==> src/rtl/hazard_scoreboard.sv <==
// hazard_scoreboard: DEPTH-stage scoreboard. It decides stall or issue at ID from a combinational hazard check.
// It also registers the EXE forwarding selects, the stage valid bits and a saturating stall counter.
module hazard_scoreboard #(
    parameter int ADDR_LEN   = 4,
    parameter int DEPTH      = 3,
    parameter int LOAD_STAGE = 2,
    parameter int SEL_W      = 4,
    parameter int CNT_W      = 16
) (
    input  logic                clk,
    input  logic                rst,
    input  logic                forward_EN,
    input  logic                ext_stall,
    input  logic                id_valid,
    input  logic [ADDR_LEN-1:0] id_src1,
    input  logic [ADDR_LEN-1:0] id_src2,
    input  logic                id_use1,
    input  logic                id_use2,
    input  logic [ADDR_LEN-1:0] id_dest,
    input  logic                id_wb_en,
    input  logic                id_mem_r_en,
    output logic                stall,
    output logic [SEL_W-1:0]    exe_sel1,
    output logic [SEL_W-1:0]    exe_sel2,
    output logic [DEPTH-1:0]    stage_valid,
    output logic [CNT_W-1:0]    stall_count
);
    logic [DEPTH-1:0]    valid_q, valid_d, wb_q, wb_d, ld_q, ld_d;
    logic [ADDR_LEN-1:0] dest_q [DEPTH];
    logic [ADDR_LEN-1:0] dest_d [DEPTH];
    logic [SEL_W-1:0]    sel_q [2];
    logic [SEL_W-1:0]    sel_d [2];
    logic [SEL_W-1:0]    hit_k [2];
    logic [ADDR_LEN-1:0] src [2];
    logic [CNT_W-1:0]    cnt_q, cnt_d;
    logic [1:0]          use_op, live, hit, hit_ld, haz;
    logic                hazard;

    assign src[0] = id_src1;
    assign src[1] = id_src2;
    assign use_op = {id_use2, id_use1};

    // Scanning from older to younger stages lets the youngest match overwrite; stage DEPTH is never scanned.
    always_comb begin
        for (int n = 0; n < 2; n++) begin
            hit[n] = 1'b0;
            hit_ld[n] = 1'b0;
            hit_k[n] = '0;
            for (int i = DEPTH - 2; i >= 0; i--)
                if (valid_q[i] && wb_q[i] && dest_q[i] == src[n]) begin
                    hit[n] = 1'b1;
                    hit_ld[n] = ld_q[i];
                    hit_k[n] = SEL_W'(i + 1);
                end
            live[n] = use_op[n] && id_valid && (src[n] != '0);
            haz[n] = live[n] && hit[n] && (!forward_EN || (hit_ld[n] && hit_k[n] < SEL_W'(LOAD_STAGE)));
        end
        hazard = |haz;
    end

    always_comb begin
        valid_d = {valid_q[DEPTH-2:0], id_valid && !hazard};
        wb_d = {wb_q[DEPTH-2:0], id_wb_en};
        ld_d = {ld_q[DEPTH-2:0], id_mem_r_en};
        dest_d[0] = id_dest;
        for (int i = 1; i < DEPTH; i++)
            dest_d[i] = dest_q[i-1];
        // The producer moves from stage k to stage k+1 on the same edge the consumer enters EXE.
        for (int n = 0; n < 2; n++)
            sel_d[n] = (!hazard && live[n] && hit[n] && forward_EN) ? hit_k[n] + 1'b1 : '0;
        cnt_d = (hazard && cnt_q != '1) ? cnt_q + 1'b1 : cnt_q;
    end

    always_ff @(posedge clk) begin
        if (rst) begin
            valid_q <= '0;
            wb_q <= '0;
            ld_q <= '0;
            dest_q <= '{default: '0};
            sel_q <= '{default: '0};
            cnt_q <= '0;
        end else if (!ext_stall) begin
            valid_q <= valid_d;
            wb_q <= wb_d;
            ld_q <= ld_d;
            dest_q <= dest_d;
            sel_q <= sel_d;
            cnt_q <= cnt_d;
        end
    end

    assign stall = !rst && (ext_stall || hazard);
    assign exe_sel1 = sel_q[0];
    assign exe_sel2 = sel_q[1];
    assign stage_valid = valid_q;
    assign stall_count = cnt_q;
endmodule
==> config.mk <==
export PLATFORM = sky130hd
export DESIGN_NAME = hazard_scoreboard
export DESIGN_NICKNAME = d
export VERILOG_FILES = /design/src/rtl/hazard_scoreboard.sv
export SDC_FILE = /design/constraint.sdc
export NUM_CORES = 1
export LEC_CHECK = 0
export CORE_MARGIN = 5
export CORE_UTILIZATION = 47
export DETAILED_ROUTE_END_ITERATION = 6
export PLACE_DENSITY = 0.77
export RECOVER_POWER = 100
export SLEW_MARGIN = 15
export SYNTH_ARGS = -nofsm -noshare
export SYNTH_HDL_FRONTEND = slang
export SYNTH_SLANG_ARGS = --single-unit
==> constraint.sdc <==
create_clock -name clk -period 4.7 [get_ports clk]
set_input_delay 0.94 -clock clk [delete_from_list [all_inputs] [get_ports clk]]
set_output_delay 0.94 -clock clk [all_outputs]
set_load 0.02 [all_outputs]
==> reports/metrics.cfg <==
[final_layout]
fin_cells=310
final_core_util=0.616
diodes=0
area_growth_pct=27.2
num-nets-final=281
fillCellCount=372
drive_gt1_frac=0.0731

[sta]
finalSetupTns_ps=0
final_hold_viol_count=0
fmax_mhz=230
slew_headroom=-0.221
tightest_slew_ps=1830
period_share=0.926
skew_ps=3.74
rsz0062_at_grt=no
post-route-min-period_ps=4350
setup_viol=0
drv_slew=45
fin_hold_ws_ps=435

[floorplan]
initial_core_util=0.484
rows=23
fp.coreArea_um2=3970
die_area_um2=5470
die_w_um=74.0
boundaryPins=49
die_h_um=74.0

[yosys]
synth_compound_area_frac=0.0904
yosys.area_share.xor_xnor=0.0820
seq_area_frac_synth=0.375
ys_seq_elements=36
synth_ff_type=dfxtp_1
postSynthCellCount=216
synth-adder-area-share=0.00651
synth.distinct_cells=41
synth_edf_count=0
synth_top_family_by_area=simple AND/OR/NAND/NOR gates
synthMuxAreaShare=0.133
yosys.area_share.simple=0.264
netlist_area_um2=1920
synth_warnings=0
synth.avg_cell_area_um2=8.90
async_flop_share=0

[clocking]
cts_tree=done
postCtsResizedCells=0
clock_path_buffers=2
root_buffer=clkbuf_8
h-tree-depth=2
clk_pin_slew_ps=70
cts_num_sinks=36
clkLatencyLatePin_ps=280
cts_setup_buffers=0
cts_buffers=5
cts_hold_buf=0

[worst_setup_path]
critPathLaunchType=input port
cp.required_ps=3760
cp_max_fo=6
critPathKind=input port to primary output
cp-end-kind=primary output
arrival_ps=3410

[routing]
detail_route.wl_per_cell_um=13.2
drtIter0Drc=68
drc=0
ant_nets=0
vias=1590
first_pass_iters=5
wl_um=4090
via_per_inst=5.13

[placement]
io_buffer_count=46
dp_cells=302
gp_congestion=0.943
dp_hpwl_um=3040

[global_routing]
grt_pass1_vias=1537
grtUsageTotal=0.162
grt_max_degree=45
antenna_found_initial=0
grt_overflow=0
grt_pass1_wl_um=6910

[run_status]
outcome=finished, violations left
violations=max-capacitance violations, max-slew violations

[pwr]
power_mw=0.593
leakagePower_nw=1.06
vdd_drop_max_uv=148
power_density_nw_per_um2=242

[worst_hold_path]
hold_class=flip-flop to flip-flop

[run]
maxCapViolCount=1

cell usage after synthesis, types with 3 or more instances:
cell | instances | area share
a21oi_1 | 5 | 0.013
and3_1 | 3 | 0.0098
buf_4 | 4 | 0.016
clkbuf_1 | 6 | 0.012
dfxtp_1 | 36 | 0.37
inv_1 | 5 | 0.0098
mux2_1 | 5 | 0.029
mux2_4 | 4 | 0.031
mux2i_1 | 14 | 0.073
nand2_1 | 15 | 0.029
nand2b_1 | 3 | 0.0098
nand3_1 | 7 | 0.018
nand4_1 | 9 | 0.029
nor2_1 | 37 | 0.072
nor2b_1 | 11 | 0.036
nor3_2 | 3 | 0.016
xnor2_1 | 8 | 0.036
xor2_1 | 10 | 0.046
worst max-delay path: stages:
cell and delay [ps]:
dlygate4sd3_1 580, xor2_1 150, nor3_1 280, a31oi_1 180
a211o_4 370, nand2_1 120, nor2_1 50, nor2_1 110
clkdlybuf4s50_1 620
final timing paths:
| check | from | to | slack (ps) | depth (start not counted) |
|---|---|---|---|---|
| hold / removal | exe_sel1[1] | exe_sel1[1] | 430 | 2 |
| hold reg to reg | exe_sel1[1] | exe_sel1[1] | 430 | 2 |
| setup reg to reg | dest_d[6] | stall_count[0] | 1670 | 7 |
| setup / recovery | id_src2[2] | stall | 350 | 9 |
flip-flops by register name, summed over array words and instances, names as in the netlist:
name,count
stall_count,16
exe_sel1,3
stage_valid,3
wb_q,2
exe_sel2,3
ld_q,1
dest_d,8
where the power goes:
part           leakage (nW)  total (mW)  internal (mW)  switching [mW]
Clock                0.0479       0.213          0.103           0.110
Combinational         0.724      0.0633         0.0330          0.0303
Sequential            0.292       0.317          0.310         0.00622
cell type report:
type                            instances  area, um^2  share of cell area
Timing Repair Buffer                   48         472               0.193
Multi-Input combinational cell        163        1080               0.443
Tap cell                               50        62.6              0.0256
Sequential cell                        36         721               0.295
Clock buffer                            5        68.8              0.0281
Inverter                                5        18.8             0.00767
Clock inverter                          3        18.8             0.00767
cell families (layout without fill, tap and decap cells):
family	after synthesis	count (layout)
adders and majority gates	1	1
muxes	23	23
AOI/OAI and AO/OA	20	20
and+or+nand+nor	99	99
other	1	2
buffers and inverters	18	61
DFF	36	36
xor gates and xnor gates	18	18
placed cells by master (no fill, tap or decap), types with 3 or more instances in the layout:
cell type,netlist,layout
nand2_1,15,15
inv_1,5,5
mux2i_1,14,14
xor2_1,10,10
xnor2_1,8,8
nor2_1,37,37
dfxtp_1,36,36
nand4_1,9,9
clkdlybuf4s50_1,0,19
dlygate4sd3_1,0,27
a21oi_1,5,6
nor2b_1,11,11
mux2_1,5,9
nand3_1,7,7
clkbuf_8,0,5
nand2b_1,3,3
and3_1,3,3
routing by layer:
metal,global-route usage,vias up,share of wire
li1,-,822,-
met1,0.226,720,0.50
met4,0.0604,0,0.014
met5,0,-,0
met3,0.0405,5,0.052
met2,0.242,43,0.44
through the flow:
step	setup WS (ps)	cell area [um^2]
2_1_floorplan	1550	1930
3_3_place_gp	526	2390
3_5_place_dp	510	2390
4_1_cts	503	2480
5_1_grt	208	2450
6_report	348	2450
Power figures use the tool's default switching activity.
